==> src/rtl/melody_seq.sv <==
// melody_seq: note sequencer feeding the divider input of the square-wave
// tone generator. Plays a small program of (div, duration) entries in order,
// with an optional silent gap after each note, single-shot or looping.
module melody_seq #(
  parameter int WIDTH_COUNTER = 10,
  parameter int DEPTH         = 8,
  parameter int WIDTH_DUR     = 8,
  parameter int TICK_DIV      = 1000,
  parameter int GAP_CLKS      = 0
) (
  input  logic                       clk,
  input  logic                       rst,
  input  logic                       wr_en,
  input  logic [$clog2(DEPTH)-1:0]   wr_addr,
  input  logic [WIDTH_COUNTER-1:0]   wr_div,
  input  logic [WIDTH_DUR-1:0]       wr_dur,
  input  logic                       start,
  input  logic                       stop,
  input  logic                       loop,
  input  logic [$clog2(DEPTH):0]     len,
  output logic [WIDTH_COUNTER-1:0]   div,
  output logic                       busy,
  output logic                       done,
  output logic [$clog2(DEPTH)-1:0]   note_idx
);

  localparam int AW = $clog2(DEPTH);
  localparam int TW = (TICK_DIV > 1) ? $clog2(TICK_DIV) : 1;
  localparam int GW = (GAP_CLKS > 1) ? $clog2(GAP_CLKS) : 1;

  localparam logic [TW-1:0] TICK_RELOAD = TW'(TICK_DIV - 1);
  localparam logic [GW-1:0] GAP_RELOAD  = GW'((GAP_CLKS > 0) ? (GAP_CLKS - 1) : 0);
  localparam logic [AW:0]   DEPTH_L     = (AW+1)'(DEPTH);
  localparam logic [AW-1:0] LAST_MAX    = AW'(DEPTH - 1);

  typedef enum logic [1:0] {
    IDLE = 2'd0,
    PLAY = 2'd1,
    GAP  = 2'd2,
    DONE = 2'd3
  } state_t;

  // Program storage
  logic [WIDTH_COUNTER-1:0] r_mem_div [DEPTH];
  logic [WIDTH_DUR-1:0]     r_mem_dur [DEPTH];

  // Sequencer state and registered outputs
  state_t                   r_state;
  logic [WIDTH_COUNTER-1:0] r_div;
  logic                     r_busy;
  logic                     r_done;
  logic [AW-1:0]            r_note_idx;
  logic [TW-1:0]            r_tick;
  logic [WIDTH_DUR-1:0]     r_dur;
  logic [GW-1:0]            r_gap;
  logic [AW-1:0]            r_last;
  logic                     r_loop;

  // Decode signals
  logic                     w_start_ok;
  logic [AW-1:0]            w_last;
  logic                     w_at_last;
  logic                     w_more;
  logic                     w_note_end;
  logic                     w_finish;
  logic                     w_enter;
  logic [AW-1:0]            w_entry_idx;
  logic [WIDTH_COUNTER-1:0] w_entry_div;
  logic [WIDTH_DUR-1:0]     w_entry_dur;

  assign div      = r_div;
  assign busy     = r_busy;
  assign done     = r_done;
  assign note_idx = r_note_idx;

  // Program write port; reset clears every entry to a silent end marker
  always_ff @(posedge clk) begin
    if (rst) begin
      for (int unsigned i = 0; i < DEPTH; i++) begin
        r_mem_div[i] <= '0;
        r_mem_dur[i] <= '0;
      end
    end else if (wr_en) begin
      r_mem_div[wr_addr] <= wr_div;
      r_mem_dur[wr_addr] <= wr_dur;
    end
  end

  // Start qualification, end-of-note detection and next-entry selection
  always_comb begin
    w_start_ok  = (r_state == IDLE) && start && !stop && (len != '0);
    w_last      = (len > DEPTH_L) ? LAST_MAX : AW'(len - 1'b1);
    w_at_last   = (r_note_idx == r_last);
    w_more      = !w_at_last || r_loop;
    w_note_end  = (r_state == PLAY) && (r_tick == '0) && (r_dur == WIDTH_DUR'(1));
    // A note is finished either at the end of its gap or, without gaps,
    // directly at the end of the note itself.
    w_finish    = (w_note_end && (GAP_CLKS == 0)) || ((r_state == GAP) && (r_gap == '0));
    w_enter     = w_start_ok || (w_finish && w_more);
    w_entry_idx = (w_start_ok || w_at_last) ? '0 : AW'(r_note_idx + 1'b1);
    w_entry_div = r_mem_div[w_entry_idx];
    w_entry_dur = r_mem_dur[w_entry_idx];
  end

  // Playback FSM: stop beats every other event; entries are read only on entry
  always_ff @(posedge clk) begin
    if (rst) begin
      r_state    <= IDLE;
      r_div      <= '0;
      r_busy     <= 1'b0;
      r_done     <= 1'b0;
      r_note_idx <= '0;
      r_tick     <= '0;
      r_dur      <= '0;
      r_gap      <= '0;
      r_last     <= '0;
      r_loop     <= 1'b0;
    end else if (stop && (r_state != IDLE)) begin
      r_state <= IDLE;
      r_div   <= '0;
      r_busy  <= 1'b0;
      r_done  <= 1'b0;
    end else if (w_enter) begin
      if (w_start_ok) begin
        r_loop <= loop;
        r_last <= w_last;
      end
      if (w_entry_dur == '0) begin
        // End marker: the entry is never played
        r_state <= DONE;
        r_div   <= '0;
        r_busy  <= 1'b1;
        r_done  <= 1'b1;
      end else begin
        r_state    <= PLAY;
        r_div      <= w_entry_div;
        r_note_idx <= w_entry_idx;
        r_tick     <= TICK_RELOAD;
        r_dur      <= w_entry_dur;
        r_busy     <= 1'b1;
        r_done     <= 1'b0;
      end
    end else if (w_finish) begin
      r_state <= DONE;
      r_div   <= '0;
      r_busy  <= 1'b1;
      r_done  <= 1'b1;
    end else begin
      case (r_state)
        PLAY: begin
          if (w_note_end) begin
            r_state <= GAP;
            r_div   <= '0;
            r_gap   <= GAP_RELOAD;
          end else if (r_tick == '0) begin
            r_tick <= TICK_RELOAD;
            r_dur  <= r_dur - 1'b1;
          end else begin
            r_tick <= r_tick - 1'b1;
          end
        end
        GAP: begin
          r_gap <= r_gap - 1'b1;
        end
        DONE: begin
          r_state <= IDLE;
          r_busy  <= 1'b0;
          r_done  <= 1'b0;
        end
        default: begin
        end
      endcase
    end
  end

endmodule

==> config.mk <==
export PLATFORM = sky130hd
export DESIGN_NAME = melody_seq
export DESIGN_NICKNAME = d
export VERILOG_FILES = /design/src/rtl/melody_seq.sv
export SDC_FILE = /design/constraint.sdc
export NUM_CORES = 1
export LEC_CHECK = 0
export ABC_AREA = 1
export CORE_MARGIN = 5
export CORE_UTILIZATION = 36
export DETAILED_ROUTE_END_ITERATION = 12
export HOLD_SLACK_MARGIN = 0.02
export SLEW_MARGIN = 20
export SYNTH_ARGS = -nofsm -noshare
export SYNTH_HDL_FRONTEND = slang
export SYNTH_SLANG_ARGS = --single-unit
export TNS_END_PERCENT = 10
==> constraint.sdc <==
create_clock -name clk -period 2.5 [get_ports clk]
set_clock_uncertainty 0.05 [all_clocks]
set_input_delay 0.25 -clock clk [delete_from_list [all_inputs] [get_ports clk]]
set_output_delay 0.25 -clock clk [all_outputs]
set_load 0.02 [all_outputs]
==> results of run 1 <==
==> path summary, 6_finish.rpt <==
kind	from	to	slack, ns
worst max-delay path	note_idx[0]	r_dur[5]	0.10
worst min-delay path	len[3]	r_last[1]	0.40
worst max register to register	note_idx[0]	r_dur[5]	0.10
worst min register to register	r_gap	r_gap	0.40
==> flip-flops by register name (all words and copies together) (netlist names) <==
name / flops
r_loop: 1
r_tick: 10
busy: 1
done: 1
note_idx: 3
div: 10
r_gap: 1
r_mem_dur: 64
r_mem_div: 80
r_dur: 8
r_state: 2
r_last: 3
==> worst max-delay path, cell delays in order, from the launching register on <==
cell and delay (ns):
sky130_fd_sc_hd__dfxtp_4 0.38, sky130_fd_sc_hd__inv_2 0.06, sky130_fd_sc_hd__nand2_1 0.07, sky130_fd_sc_hd__nand2_1 0.10, sky130_fd_sc_hd__nand3_4 0.15, sky130_fd_sc_hd__nand3_4 0.14, sky130_fd_sc_hd__buf_6 0.16, sky130_fd_sc_hd__buf_4 0.13
sky130_fd_sc_hd__nand3_1 0.07, sky130_fd_sc_hd__nand3_1 0.10, sky130_fd_sc_hd__nand2_2 0.10, sky130_fd_sc_hd__nand2_1 0.09, sky130_fd_sc_hd__nor2_4 0.18, sky130_fd_sc_hd__buf_4 0.15, sky130_fd_sc_hd__nand3_2 0.13, sky130_fd_sc_hd__nand4_1 0.12
sky130_fd_sc_hd__nand2_1 0.06, sky130_fd_sc_hd__nor2_1 0.08
==> power groups by stage <==
stage | registers, mW | logic [mW] | clock network [mW]
detailed placement | 3.97 | 6.26 | 0
floorplan | 4.02 | 3.98 | 0
finish | 3.92 | 7.01 | 2.64
global route | 3.96 | 7.72 | 2.80
CTS | 3.90 | 6.30 | 2.68
global placement | 3.96 | 6.25 | 0
==> layer usage <==
layer  vias to the layer above  track usage [%]
met1                      3394            22.57
met2                       221            27.84
met3                        25            2.405
met5                         -                0
met4                         0            4.552
li1                       3563                -
==> cell families (layout without fill, tap and decap cells) <==
kind of cell             after synthesis  count (layout)  share of synthesized area, %
AND/OR/NAND/NOR                      586             587                         28.25
buffers and inverters                169             286                         7.769
XOR/XNOR                              14              14                         1.379
adder cells (fa/ha/maj)                6               6                        0.8445
flip-flops                           184             184                         57.65
AO/OA/AOI/OAI                         72              72                         4.110
==> cell type report <==
| cell class | count | area (µm²) | share of cell area (%) |
|---|---|---|---|
| clock buffer | 17 | 425.4 | 3.853 |
| multi-input combinational | 679 | 3196 | 28.94 |
| timing repair buffer | 132 | 1270 | 11.50 |
| sequential | 184 | 5131 | 46.47 |
| tap | 324 | 405.4 | 3.671 |
| inverter | 122 | 462.9 | 4.193 |
| clock inverter | 15 | 151.4 | 1.371 |
==> layout by cell type (no fill, tap or decap), types with 3 or more instances in the layout <==
cell type,Yosys,final
sky130_fd_sc_hd__a21oi_1,39,39
sky130_fd_sc_hd__buf_12,0,9
sky130_fd_sc_hd__buf_4,4,72
sky130_fd_sc_hd__buf_6,4,3
sky130_fd_sc_hd__clkbuf_16,0,19
sky130_fd_sc_hd__clkdlybuf4s50_1,0,45
sky130_fd_sc_hd__clkinv_4,0,3
sky130_fd_sc_hd__dfxtp_1,40,37
sky130_fd_sc_hd__edfxtp_1,144,144
sky130_fd_sc_hd__ha_1,6,6
sky130_fd_sc_hd__inv_1,115,115
sky130_fd_sc_hd__inv_2,7,5
sky130_fd_sc_hd__inv_6,0,5
sky130_fd_sc_hd__inv_8,0,4
sky130_fd_sc_hd__nand2_1,231,224
sky130_fd_sc_hd__nand2_2,1,7
sky130_fd_sc_hd__nand3_1,83,79
sky130_fd_sc_hd__nand3_2,4,6
sky130_fd_sc_hd__nand3_4,2,5
sky130_fd_sc_hd__nand4_1,34,34
sky130_fd_sc_hd__nor2_1,210,209
sky130_fd_sc_hd__nor2_4,3,5
sky130_fd_sc_hd__nor3_1,13,12
sky130_fd_sc_hd__o21ai_0,23,23
sky130_fd_sc_hd__o21ai_1,7,6
sky130_fd_sc_hd__xor2_1,13,13
==> what timing repair did <==
action	4_1_cts	5_1_grt
resized for setup	1	33
gates cloned	0	3
setup buffers	0	8
pin swaps	0	15
hold buffers	0	0
endpoints found under the setup margin	10	33
==> stage by stage <==
step | total power, mW | instance area, µm² | worst slack [ns] | hold WS [ns]
floorplan | 8.000 | 8890 | 0.3238 | 0.2691
global placement | 10.21 | 10190 | -0.3908 | 0.3767
detailed placement | 10.23 | 10190 | -0.3903 | 0.3866
CTS | 12.88 | 10770 | 0.003748 | 0.3773
global route | 14.48 | 11040 | -0.07548 | 0.4175
finish | 13.57 | 11040 | 0.1007 | 0.3961
==> out/results.ini, run 1 <==
[outcome]
outcome = finished, final reports clean

[timing]
finalWorstPathRequiredPeriod_ns = 2.399
fin_tns_setup_ns = 0
timing_worst_slew_pin_value_ns = 0.3568
final_max_slew_violation_count = 0
finalHoldViolCount = 0
fmax_mhz = 416.8
final_min_period_over_clock_period_pct = 95.97
max_slew_margin_pct = 76.19
final-setup-viol-count = 0

[yosys]
synth_enable_flop_cells = 144
postSynthCellCount = 1031
ys.flop_type = sky130_fd_sc_hd__edfxtp_1
post_synth_main_area_contributors = sky130_fd_sc_hd__edfxtp_1 49%, sky130_fd_sc_hd__nand2_1 9.8%, sky130_fd_sc_hd__dfxtp_1 9.0%
syn_avg_cell_area_um2 = 8.622
yosys-top-cells-count = 231 x sky130_fd_sc_hd__nand2_1, 210 x sky130_fd_sc_hd__nor2_1, 144 x sky130_fd_sc_hd__edfxtp_1
yosys.cell_count.top_type = sky130_fd_sc_hd__nand2_1
synthesis.area_um2 = 8890
synthDistinctLibCells = 29
synth-async-reset-ratio_pct = 0
synth_largest_type_area_fraction_pct = 48.64
synth_warnings = 0
synth-seq-area-share_pct = 57.65
synth_seq_cells = 184
post_syn_nets = 1068
synth.largest_area_cell = sky130_fd_sc_hd__edfxtp_1

[final_layout]
num-fill-cells = 2347
layout-area-overhead-vs-synth_pct = 24.21
finalCoreUtilization_pct = 45.40
layoutNonFillerInstCount = 1473
drive_above_1_share_pct = 13.84
fin_nets = 1173
antenna-diode-count = 0

[cts]
h-tree-depth = 4
tritoncts_num_sinks = 184
clk_path_buf_depth = 2
cts_tree = done
cts_inserted_buffers = 17
ctsRootBufferMaster = sky130_fd_sc_hd__clkbuf_16
worstSkewPairLatency_ns = 0.44
clkSlewWorstSetupHoldPaths_ns = 0.07

[place]
detailedPlacementHpwl_um = 15860
gpl.final_weighted_congestion = 0.9225
placedCellCount = 1430
buffer_ports.inserted = 45

[route]
finalWirelength_um = 23820
top_layer = met4
detailroute.via_count = 7203
met3_wirelength_um = 1275
viasPerCell = 4.890
postRouteAntennaNets = 0
routedWlPerCell_um = 16.17
route.layer.met1.wl_um = 10540
detail_route.iter0.violations = 585
dr_wl_met2_um = 11690
drt_pass1_iterations = 5
drc = 0

[die]
core_area_um2 = 24320
pin_count = 46
initial_utilization_pct = 36.55
floorplan.die.height_um = 167.1
die_x_um = 167.1
floorplan.die_area_um2 = 27940
fp-row-count = 57

[critical_path]
crit_fanout = 7
crit_path_start_kind = flip-flop
worst-r2r-cell-count = 17
worst-endpoint-required_ns = 2.83
worstPathArrival_ns = 2.73
timing.setup.critical_path_class = flip-flop to flip-flop
worstSetupEndpointType = flip-flop

[worst_hold_path]
holdPathStages = 3
timing.hold.worst.class = input port to flip-flop

[global_route]
grt_overflow_total = 0
pin_count_of_the_biggest_net_entering_global_routing = 41
grt_pass1_wl_um = 36650
grt_antenna_before_repair = 0
first_global_vias = 6755
groute.usage.overall_pct = 16.57

[flow_run]
max-cap-violations = 0

[power_and_ir_drop]
p_sw_mw = 5.679
power_switching_share_pct = 41.85
peakVddDrop_mv = 0.5727
power_frac_clock_pct = 19.5
internal_power_mw = 7.890
share_comb_of_total_power_pct = 51.7
relative_contribution_of_sequential_cells_to_total_power_pct = 28.9
power_per_cell_area_nw_per_um2 = 1229
p_leak_nw = 4.752

Note: power is estimated with default switching activity, not from simulation.
==> inputs of run 2 (changes only) <==
CTS_CLUSTER_DIAMETER = 100   (was not set)
==> results of run 2 <==
Final layout, timing and power as in run 1 (identical DEF).
